<file path="config.mk">
export PLATFORM = sky130hd
export DESIGN_NAME = instr_router
export DESIGN_NICKNAME = d
export VERILOG_FILES = /design/src/rtl/instr_router.sv
export SDC_FILE = /design/constraint.sdc
export NUM_CORES = 1
export LEC_CHECK = 0
export ABC_AREA = 1
export BUFFER_PORTS_ARGS = -buffer_cell sky130_fd_sc_hd__buf_2
export CORE_ASPECT_RATIO = 0.75
export CORE_UTILIZATION = 57
export CTS_BUF_LIST = sky130_fd_sc_hd__clkbuf_4 sky130_fd_sc_hd__clkbuf_8
export CTS_CLUSTER_SIZE = 14
export DETAILED_ROUTE_END_ITERATION = 10
export HOLD_SLACK_MARGIN = 0.02
export PLACE_DENSITY = 0.83
export SLEW_MARGIN = 30
export SYNTH_ARGS = -nofsm -noshare
export SYNTH_HDL_FRONTEND = slang
export SYNTH_SLANG_ARGS = --single-unit
</file>
<file path="constraint.sdc">
create_clock -name clk -period 2.68 [get_ports clk]
set_input_delay 0.134 -clock clk [delete_from_list [all_inputs] [get_ports clk]]
set_output_delay 0.134 -clock clk [all_outputs]
set_load 0.005 [all_outputs]
</file>
<file path="src/rtl/instr_router.sv">
// Three-way instruction router: one valid/ready input steered to self/left/right FIFOs,
// each with its own valid/ready output. Broadcast (dest 11) writes all three atomically.
module instr_router #(
    parameter int unsigned WIDTH = 32,
    parameter int unsigned DEPTH = 4,
    parameter int unsigned CNT_W = 3
) (
    input  logic             clk,
    input  logic             rst_n,
    input  logic             in_valid,
    output logic             in_ready,
    input  logic [1:0]       in_dest,
    input  logic [WIDTH-1:0] in_instr,
    output logic             self_valid,
    input  logic             self_ready,
    output logic [WIDTH-1:0] self_instr,
    output logic             left_valid,
    input  logic             left_ready,
    output logic [WIDTH-1:0] left_instr,
    output logic             right_valid,
    input  logic             right_ready,
    output logic [WIDTH-1:0] right_instr,
    output logic [CNT_W-1:0] self_count,
    output logic [CNT_W-1:0] left_count,
    output logic [CNT_W-1:0] right_count
);

    localparam int unsigned AW       = $clog2(DEPTH);
    localparam int unsigned NCH      = 3;
    localparam int unsigned CH_SELF  = 0;
    localparam int unsigned CH_LEFT  = 1;
    localparam int unsigned CH_RIGHT = 2;

    logic             run_q;
    logic [NCH-1:0]   target;
    logic [NCH-1:0]   not_full;
    logic [NCH-1:0]   push;
    logic [NCH-1:0]   pop;
    logic [NCH-1:0]   ch_ready;
    logic [NCH-1:0]   ch_valid;
    logic [WIDTH-1:0] ch_instr [NCH];
    logic [CNT_W-1:0] ch_count [NCH];

    // Holds in_ready low through reset and for the cycle up to the first edge after release.
    always_ff @(posedge clk or negedge rst_n) begin
        if (!rst_n) run_q <= 1'b0;
        else        run_q <= 1'b1;
    end

    always_comb begin
        target = '0;
        case (in_dest)
            2'b00:   target[CH_SELF]  = 1'b1;
            2'b01:   target[CH_RIGHT] = 1'b1;
            2'b10:   target[CH_LEFT]  = 1'b1;
            default: target           = '1;
        endcase
    end

    // Every targeted FIFO must have room; uses registered counts only, so no pop-through.
    always_comb begin
        in_ready = 1'b0;
        if (run_q) in_ready = &(not_full | ~target);
    end

    assign push     = {NCH{in_valid & in_ready}} & target;
    assign ch_ready = {right_ready, left_ready, self_ready};

    for (genvar i = 0; i < NCH; i++) begin : g_ch
        logic [WIDTH-1:0] mem [DEPTH];
        logic [AW-1:0]    rd_q;
        logic [AW-1:0]    wr_q;
        logic [CNT_W-1:0] cnt_q;
        logic [CNT_W-1:0] cnt_n;
        logic [CNT_W-1:0] remain;
        logic [WIDTH-1:0] head_q;
        logic [WIDTH-1:0] head_n;

        assign pop[i]      = (cnt_q != '0) & ch_ready[i];
        assign not_full[i] = cnt_q < CNT_W'(DEPTH);
        assign ch_valid[i] = cnt_q != '0;
        assign ch_instr[i] = head_q;
        assign ch_count[i] = cnt_q;

        // Next head: next stored entry if one survives the pop, else the incoming word, else hold.
        always_comb begin
            remain = cnt_q - CNT_W'(pop[i]);
            cnt_n  = remain + CNT_W'(push[i]);
            head_n = head_q;
            if (remain != '0)  head_n = mem[rd_q + AW'(pop[i])];
            else if (push[i])  head_n = in_instr;
        end

        always_ff @(posedge clk or negedge rst_n) begin
            if (!rst_n) begin
                rd_q   <= '0;
                wr_q   <= '0;
                cnt_q  <= '0;
                head_q <= '0;
            end else begin
                cnt_q  <= cnt_n;
                head_q <= head_n;
                if (pop[i])  rd_q <= rd_q + AW'(1);
                if (push[i]) wr_q <= wr_q + AW'(1);
            end
        end

        always_ff @(posedge clk) begin
            if (push[i]) mem[wr_q] <= in_instr;
        end
    end

    assign self_valid  = ch_valid[CH_SELF];
    assign left_valid  = ch_valid[CH_LEFT];
    assign right_valid = ch_valid[CH_RIGHT];
    assign self_instr  = ch_instr[CH_SELF];
    assign left_instr  = ch_instr[CH_LEFT];
    assign right_instr = ch_instr[CH_RIGHT];
    assign self_count  = ch_count[CH_SELF];
    assign left_count  = ch_count[CH_LEFT];
    assign right_count = ch_count[CH_RIGHT];

endmodule

</file>
# Yosys cells after proc, flatten, opt, wreduce, memory -nomap -nowiden
# Memory sizes are Yosys's and may differ from the RTL's.
# Cells that the tools add are included.
# word_totals
ff_bits	118
word_cells	73
ramBits	384
out_inout_bits	109
latchBits	0
rom_bits	0
n_memories	3
# op_classes
shifts	0
eq_ne	2
multipliers	0
addsub	15
muxes	16
bitwise_logic	7
order_cmp	3
div_mod_pow	0
reduce_logical	14
# mem_list
name	words	width	rd	rd_clocked_by_memory_dff	write_ports	line	rtl
g_ch[0].mem	4	32	1	0	1	70	logic [WIDTH-1:0] mem [DEPTH];
g_ch[1].mem	4	32	1	0	1	70	
g_ch[2].mem	4	32	1	0	1	70	
# ops
cell	count
2-to-1 mux 32 bit	6
nonzero test 3 bit	6
adder 2 x 1 -> 2 bit, second input constant	6
2-to-1 mux 1 bit	10
adder 3 x 1 -> 3 bit	3
less-than comparator 3 bit, second input constant	3
subtractor 3 x 1 -> 3 bit	3
adder 2 x 1 -> 2 bit	3
nonzero test 2 bit	3
OR reduction 2 bit	3
AND 1 bit	4
AND 3 bit	1
NOT 3 bit	1
bitwise OR 3 bit	1
AND reduction 3 bit	1
== test 2 x 1 -> 1 bit, second input constant	1
== test 2 bit, second input constant	1
logical NOT 2 bit	1

# Depth between registers and ports, before layout
# Gate-level depths: netlist (run 1).
# logic_depth
ltp_word	11
depth_mapped	15

# Worst setup path after synthesis (run 1)
# Ideal clock, no wire load.
# synth_path
kind	input to register
startpoint	in in_dest[0]
endpoint	mem g_ch[2].mem[0][0] (enable)
required_time_ps	2259
slack_ps	-308
stages	10
arrival_ps	2567
n_path_buf	2
path_cell_list	inv_1 > ha_1 > inv_1 > nand2_1 > nand2_1 > nor2_2 > nand4_1 > buf_4 > clkbuf_4 > nor2_1
# synth_between
elab_chain_cells	11
elab_cells_between_ends	17
classes_between	2 x eq/ne; 6 x mux; 4 x bitwise; 5 x reduce/logical
# synth_rtl
element	line	rtl
from (decl)	12	input logic [1:0] in_dest,
== test 2 bit (tied with other cells)	52	case (in_dest)
OR reduction 2 bit (no line)	n/a	
2-to-1 mux 1 bit	52	
NOT 3 bit	63	if (run_q) in_ready = &(not_full | ~target);
bitwise OR 3 bit	63	
AND reduction 3 bit	63	
2-to-1 mux 1 bit	63	
AND 1 bit	66	assign push = {NCH{in_valid & in_ready}} & target;
AND 3 bit *	66	
2-to-1 mux 1 bit *	109	if (push[i]) mem[wr_q] <= in_instr;
2-to-1 mux 1 bit (not written as such) *	109	
to (decl)	70	
# Every way passes the cells marked *; elsewhere a longest branch is shown, timed or not.

# Worst setup path after layout (run 1)
# layout_path
startpoint	reg g_ch[0].cnt_q[2], in the netlist self_count[2]
endpoint	reg g_ch[0].head_q[21], in the netlist self_instr[21]
# layout_between
elab_cells_between_ends	14
classes_between	2 x add/sub; 1 x order compare; 2 x mux; 4 x bitwise; 4 x reduce/logical; 1 x memory
# layout_rtl
element	line	rtl
from (decl)	73	logic [CNT_W-1:0] cnt_q;
from (signal assigned)	101	cnt_q <= cnt_n;
nonzero test 3 bit *	79	assign pop[i] = (cnt_q != '0) & ch_ready[i];
AND 1 bit *	79	
named net pop[0]	38	logic [NCH-1:0] pop;
adder 2 x 1 -> 2 bit / subtractor 3 x 1 -> 3 bit (equally long branches)	90, 87	
memory read (4 x 32 bit) / nonzero test 3 bit (equally long branches)	n/a	
2-to-1 mux 32 bit / nonzero test 2 bit (equally long branches)	n/a	
to (signal assigned)	102	head_q <= head_n;
to (decl)	76	logic [WIDTH-1:0] head_q;
# The timed path passes the listed nets; every way through them passes the cells marked *.
# A chain may end at the register's enable or synchronous reset.

==> results of run 1 <==
[what timing repair did]
item	CTS	global route
hold endpoints to repair	536	0
buffers inserted	0	0
resized for setup	0	0
hold buffers	35	0
[final timing paths]
kind | startpoint | endpoint | slack [ps] | depth (start not counted)
max in group asynchronous | rst_n | right_instr[6] | 1840 | 3
worst min-delay path | rst_n | left_instr[29] | 50 | 2
worst min register to register | right_instr[21] | right_instr[21] | 500 | 2
worst max register to register | self_count[2] | self_instr[21] | 220 | 11
worst max-delay path | self_count[2] | self_instr[21] | 220 | 11
min in group clk | in_dest[1] | g_ch[0].wr_q[0] | 70 | 6
[metal layers]
layer  global-route usage (%)  vias to the layer above  part of all wire (%)
li1                         -                     7489                     -
met3                     5.24                      107                   8.5
met4                     11.0                        0                   3.5
met5                        0                        -                     0
met1                     36.4                     7463                    41
met2                     43.6                      702                    47
[flip-flops by register name (all words and copies together) (netlist names)]
register	count
left_count	3
left_instr	32
run_q	1
self_instr	32
g_ch.mem	384
g_ch.rd_q	6
g_ch.wr_q	6
right_instr	32
self_count	3
right_count	3
[placed cells by master (no fill, tap or decap), drive strengths merged, types with 3 or more instances in the layout]
master / instances
nand2: 988
ha: 30
clkbuf: 111
dfrtp: 118
and2b: 3
o21ai: 195
nor2: 21
clkinvlp: 4
xnor2: 12
clkinv: 22
inv: 233
buf: 201
xor2: 6
dlygate4sd3: 35
nand3: 101
nand4: 4
edfxtp: 384
[power by group]
group	switching (mW)	total, mW	internal (mW)
Sequential	0.730	10.4	9.65
Combinational	8.78	13.4	4.60
Clock	2.94	6.32	3.38
Total	12.5	30.1	17.6
[cell families (layout without fill, tap and decap cells)]
family,count (synthesis),count (layout),synth area share [%]
compound gates,196,196,4.43
fa+ha+maj,30,30,1.69
flops,502,502,65.2
xor+xnor,18,18,0.947
buf+inv,342,607,7.72
other cells,1,2,0.0169
simple gates,1119,1119,20.0
[cell type report]
cell class / count / area [um2]
sequential: 502 / 14500
fill: 2790 / 13000
tap: 512 / 641
antenna: 1 / 2.50
inverter: 231 / 867
clock inverter: 29 / 166
timing repair buffer: 236 / 1740
clock buffer: 111 / 1370
multi-input combinational: 1364 / 6090
[metrics by stage]
step	setup TNS, ps	hold WS (ps)	cell area [um2]	worst slack (ps)
detailed placement	0	183	23500	142
global placement	0	183	23500	267
global route	0	75.6	25400	15.4
CTS	0	44.9	25400	217
floorplan	-78490	-162	22200	-308
finish	0	50.0	25400	216
==> qor.yml, run 1 <==
status: "finished clean"
placementRows: 62
crit_chain: "nor2_1 > a21boi_0 > ha_1 > ha_1 > xnor2_2 > and2b_2 > buf_12 > nand2_1 > nand2_1 > nand2_1 > nand2_1"
ir_worst_vdd_uv: 676
yosysSeqAreaShare_pct: 65.2
nNetsFinal: 2481
die_h_um: 173
synth.most_common_cell: "nand2_1"
clkTransAtPathRegs_ps: 70
antenna_found_initial: 0
crit_buf_inv: 1
yosys-top-cells-count: "nand2_1 (988), edfxtp_1 (384), inv_1 (229)"
p_per_area_nw_per_um2: 1190
drt_iter0_markers: 1608
hold_viol: 0
yosys_warnings: 0
power_mw: 30.1
clock_skew_ps: 26.2
setup_viol: 0
ys_seq_elements: 502
grt_pass1_vias: 15639
total_leakage_power_nw: 11.6
finalCriticalPeriod_ps: 2460
finalCritPeriodShare_pct: 91.9
grt_start_max_net_pins: 129
cp_common_cell: "nand2_1"
numCtsBuffers: 76
max_freq_mhz: 406
ys.flop_type: "edfxtp_1"
yosysTopAreaCellShare_pct: 51.9
io_pins: 149
postRouteWirelength_mm: 52.7
drive_gt1_share_pct: 15.0
dr_total_vias: 15761
synth_edf_count: 384
initial_core_util_pct: 57.9
grt.overflow.total: 0
grt_use_total_pct: 27.1
crit_type: "flop to flop"
cp_slowest_cell: "dfrtp_1"
yosysUniqueCellTypes: 28
gp_congestion: 0.849
firstDrtPassIters: 6
worst_pin_slew_ps: 665
holdCritPathClass: "input pin to asynchronous set/reset pin"
final_util_pct: 66.2
setup.worst_path.start_class: "flop"
syn_avg_cell_area_um2: 10.1
cts_max_path_buffers: 3
grt_pass1_wl_mm: 82.9
io_buffer_count: 148
yosys-top-cells-area: "edfxtp_1 (52%), nand2_1 (17%), dfrtp_1 (13%)"
core_area_um2: 38300
die_area_um2: 39800
worstPathRequired_ps: 3260
critPathMaxFanout: 60
layout.cells.non_filler: 2986
crit_path_end_kind: "flop"
syn_inst: 2208
slew_violations: 0
die_x_um: 230
clockRootBuffer: "clkbuf_8"
h-tree-depth: 3
drc: 0
dp_cells: 2810
antenna_left: 0
syn_area_um2: 22200
cts.sinks: 502
area_growth_pct: 14.2
slew_headroom_pct: 55.5
drt-wirelength-per-cell_um: 17.7
maxCapViolations: 0
clk_latency_ps: 640
vias_per_cell: 5.28
cpPeakStageDelay_ps: 460
yosys.area.top_type: "edfxtp_1"
cp_top_family: "simple AND/OR/NAND/NOR gates"
synthArstFlopShare_pct: 23.5
cts_tree: "yes"
synth_nets: 2278
dp_hpwl_mm: 31.9
worst_ep_arrival_time_ps: 3050
rsz0062_at_grt: "no"
(Power assumes the default switching activity.)
==> run 2, diff against run 1 <==
- REMOVE_ABC_BUFFERS: unset -> 1
==> run 2 against run 1 <==
Compared with the run above:
- global-route usage is 1.3 points lower
- sequential share of layout area hardly changed
- cell area hardly changed
- critical path type unchanged
- largest power group unchanged
==> qor.yml, run 2 (same netlist as run 1, synthesis figures left out) <==
status: "finished clean"
worstPathRequired_ps: 3240
cts_tree: "yes"
nNetsFinal: 2486
r2r-start: "self_count[2]"
total_leakage_power_nw: 11.7
antenna_found_initial: 0
holdPathEnd: "g_ch[0].rd_q[1]"
cp_slowest_cell: "dfrtp_1"
setup.worst_path.start_class: "flop"
clk_latency_ps: 620
max_freq_mhz: 424
slew_headroom_pct: 44.0
cts_max_path_buffers: 3
grt_pass1_wl_mm: 79.8
cpPeakStageDelay_ps: 470
area_growth_pct: 14.2
firstDrtPassIters: 5
cp_common_cell: "nand2_1"
setup_viol: 0
clockRootBuffer: "clkbuf_8"
dr_total_vias: 15657
drc: 0
crit_chain: "nor2_1 > a21boi_0 > buf_4 > ha_4 > buf_4 > nand2_1 > o21ai_0 > nand2_1 > nand2_1 > nand2_1 > nand2_1 > nand2_1 > nand2_1"
largest-register: "g_ch.mem"
p_per_area_nw_per_um2: 1180
worst_pin_slew_ps: 840
vias_per_cell: 5.24
h-tree-depth: 3
gp_congestion: 0.802
grt_use_total_pct: 25.7
antenna_cells: 0
rr_endpoint: "self_instr[22]"
holdCritPathClass: "input pin to flop"
die_h_um: 173
ir_worst_vdd_uv: 952
numCtsBuffers: 74
rrSetupSlack_ps: 320
crit_path_end_kind: "flop"
finalCriticalPeriod_ps: 2360
slew_violations: 0
io_buffer_count: 148
grt_pass1_vias: 15498
ctsResizeCount: 0
postRouteWirelength_mm: 50.5
min_from: "self_ready"
rsz0062_at_grt: "no"
clkTransAtPathRegs_ps: 70
grt.overflow.total: 0
final_cell_mix: "nand2_1 (988), edfxtp_1 (384), inv_1 (229)"
clock_skew_ps: 21.1
worst_ep_arrival_time_ps: 2910
cts_setup_buffers: 0
final_util_pct: 66.2
layout_commonest_cell: "nand2_1"
initial_core_util_pct: 57.9
maxCapViolations: 0
crit_type: "flop to flop"
finalCritPeriodShare_pct: 88.0
core_area_um2: 38300
die_x_um: 230
antenna_left: 0
grt_start_max_net_pins: 129
whs_path_depth: 5
drt_iter0_markers: 1395
drt-wirelength-per-cell_um: 16.9
r2r_cells: 13
io_pins: 149
dp_hpwl_mm: 31.0
hold_viol: 0
placementRows: 62
critPathMaxFanout: 25
cts.sinks: 502
die_area_um2: 39800
drive_gt1_share_pct: 15.3
tns_ps: 0
largest_reg_flops: 384
run 2: cell count changes in the layout (fill, tap and decap cells not counted), sizes merged:
cell and change:
dlygate4sd3 +1, diode -1, clkinv +2, bufinv +4, clkbuf -6, buf +6
clkinvlp -2, inv -2
run 2: area by class of cell:
class	count	area, um2
sequential	502	14500
inverter	231	867
multi-input combinational	1364	6080
fill	2787	13000
tap	512	641
timing repair buffer	243	1680
clock inverter	31	273
clock buffer	105	1320
run 2: timing repair:
item	CTS	global route
hold buffers	36	0
endpoints found under the hold margin	518	0
endpoints found under the setup margin	0	0
run 2: critical path: cells and delay by family (launching register included):
family	cells	cell delay [ps]
buf+inv	2	460
fa+ha+maj	1	430
compound gates	2	250
flops	1	470
simple gates	8	680
run 2: through the flow:
stage	cell area, um2	hold WS (ps)	worst slack [ps]	total power [mW]	cells
detailed placement	23400	260	340	23.4	2816
global route	25400	80.5	79.8	32.4	2988
global placement	23400	245	401	22.9	2816
CTS	25400	40.5	311	30.1	2988
finish	25400	82.3	323	30.0	2988
floorplan	21400	-162	-1210	18.9	2097
run 2: worst max-delay path by stage:
stage                              from                  to  slack, ps  cells after the start
final                     self_count[2]      self_instr[22]        320                     13
after floorplan              in_dest[0]   g_ch[1].mem[0][0]      -1210                      8
after global placement       in_dest[0]  g_ch[2].mem[3][30]        400                     11
after global routing      self_count[2]      self_instr[17]         80                     13
after detailed placement  left_count[2]       left_instr[7]        340                     13
after CTS                 self_count[2]      self_instr[22]        310                     13
run 2: metal layers:
layer	global-route usage, %	up-vias	wire (um)
met2	42.8	632	24400
met4	8.61	0	1100
li1	-	7489	-
met1	34.7	7426	20700
met3	4.16	110	4240
met5	0	-	0
run 2: power breakdown:
group / switching, mW / total (mW) / internal, mW
Combinational: 8.49 / 13.0 / 4.52
Sequential: 0.757 / 10.4 / 9.64
Clock: 2.88 / 6.56 / 3.67
==> run 3, diff against run 2 <==
--- a/config.mk
+++ b/config.mk
@@ -14,6 +14,7 @@
 export DETAILED_ROUTE_END_ITERATION = 10
 export HOLD_SLACK_MARGIN = 0.02
-export PLACE_DENSITY = 0.83
+export PLACE_DENSITY = 0.87
 export REMOVE_ABC_BUFFERS = 1
+export SKIP_LAST_GASP = 1
 export SLEW_MARGIN = 30
 export SYNTH_ARGS = -nofsm -noshare
==> constraint.sdc (replaced) <==
create_clock -name clk -period 2.68 [get_ports clk]
set_input_delay 0.402 -clock clk [delete_from_list [all_inputs] [get_ports clk]]
set_output_delay 0.402 -clock clk [all_outputs]
set_load 0.005 [all_outputs]
==> run 3 against run 2 <==
Compared with the run above:
- via count rose by 2.4%
- fmax fell by 5.8%
- clock skew rose by 7.4 ps
- largest cell class unchanged
==> qor.yml, run 3 (same netlist as run 1, synthesis figures left out) <==
drt_iter0_markers: 1620
cts_tree: "yes"
firstDrtPassIters: 6
largest-register: "g_ch.mem"
max_freq_mhz: 400
antenna_left: 0
grt.overflow.total: 0
dp_cells: 2816
grt_busiest_layer: "met2"
clk_latency_ps: 630
seqPwrFrac_pct: 33.8
io_buffer_count: 148
die_h_um: 173
gp_congestion: 0.806
initial_core_util_pct: 57.9
placementRows: 62
worst_ep_arrival_time_ps: 3070
p_per_area_nw_per_um2: 1220
die_x_um: 230
dp_hpwl_mm: 32.4
antenna_cells: 0
holdCritPathClass: "input pin to flop"
grt_util_met1_pct: 36.3
clkTransAtPathRegs_ps: 70
startpoint: "right_count[2]"
dr_total_vias: 16031
ir_worst_vdd_uv: 816
grt_util_met3_pct: 5.00
p_clk_share_pct: 21.7
finalCriticalPeriod_ps: 2500
worstPathRequired_ps: 3250
area_growth_pct: 13.3
grt_pass1_vias: 16046
drc: 0
min_from: "in_instr[27]"
numCtsBuffers: 77
h-tree-depth: 3
grt_pass1_wl_mm: 83.7
core_area_um2: 38300
cts_setup_buffers: 0
layout.cells.non_filler: 2957
finalCritPeriodShare_pct: 93.4
vias_per_cell: 5.42
finish.instance_area_um2: 25200
crit_type: "flop to flop"
use_met2_pct: 44.7
grt_start_max_net_pins: 65
p_sw_mw: 12.6
cts.sinks: 502
comb_power_share_pct: 44.5
antenna_found_initial: 0
holdWs_ps: 189
final_cell_mix: "nand2_1 (988), edfxtp_1 (384), inv_1 (229)"
critPathMaxFanout: 18
io_pins: 149
die_area_um2: 39800
place_area_um2: 23500
worst_pin_slew_ps: 884
status: "finished clean"
grt_use_total_pct: 27.2
slew_headroom_pct: 40.8
clockRootBuffer: "clkbuf_8"
crit_path_end_kind: "flop"
postRouteWirelength_mm: 53.4
setup.worst_path.start_class: "flop"
internal_power_mw: 18.0
r2r-start: "right_count[2]"
maxCapViolations: 0
hold_viol: 0
cts_max_path_buffers: 3
largest_reg_flops: 384
rsz0062_at_grt: "no"
slew_violations: 0
total_leakage_power_nw: 11.6
drive_gt1_share_pct: 15.5
setup_viol: 0
nNetsFinal: 2454
layout_commonest_cell: "nand2_1"
clock_skew_ps: 28.4
sw_frac_of_total_pct: 41.2
drt-wirelength-per-cell_um: 18.1
## run 3: timing repair
action                                  4_1_cts  5_1_grt
hold buffers                                  1        0
endpoints found under the hold margin        42        0
resized for setup                             0        1
endpoints found under the setup margin        0        3
## run 3: through the flow
stage	setup TNS (ps)	setup slack, ps	util [%]	total power [mW]
after floorplan	-637450	-1480	-	18.9
after detailed placement	0	184	61.3	23.8
final	0	177	65.6	30.6
after global routing	0	29.1	65.6	32.9
after CTS	0	158	65.6	30.6
after global placement	0	274	61.3	23.1
## run 3: power by group through the flow
| stage | clock network (mW) | logic, mW | registers [mW] |
|---|---|---|---|
| after global placement | 0 | 12.7 | 10.4 |
| final | 6.64 | 13.6 | 10.4 |
| after floorplan | 0 | 8.51 | 10.4 |
| after CTS | 6.71 | 13.6 | 10.3 |
| after global routing | 7.05 | 15.4 | 10.5 |
| after detailed placement | 0 | 13.4 | 10.5 |
## run 3: routing by layer
layer / wire length [um] / part of all wire (%) / up-vias
met3: 5680 / 11 / 129
met2: 25700 / 48 / 956
met5: 0 / 0 / -
li1: - / - / 7422
met4: 1360 / 2.6 / 0
met1: 20700 / 39 / 7524
## run 3: final timing paths
| path | to | slack (ps) | cells past startpoint |
|---|---|---|---|
| max in group asynchronous | self_instr[1] | 1570 | 3 |
| worst max-delay path | right_instr[25] | 180 | 12 |
| min in group asynchronous | left_instr[19] | 340 | 2 |
| worst min register to register | left_instr[10] | 500 | 2 |
| worst max register to register | right_instr[25] | 180 | 12 |
| worst min-delay path | g_ch[0].mem[2][27] | 190 | 1 |
## run 3: critical path: stages, from the launching register on
cell,delay (ps)
dfrtp_1,440
inv_2,100
nand3_1,80
and2_1,230
ha_1,220
ha_1,330
nand2_1,70
and2b_4,340
buf_4,300
nand2_1,90
nand2_1,110
nand2_1,70
nand2_1,60
## run 3: cell type report
type,instances,area [um2]
clock buffers,121,1530
fillers,2685,13200
clock inverters,19,104
multi-input cells,1364,6080
inverters,231,867
flip-flops and latches,502,14500
repair buffers,208,1450
well taps,512,641
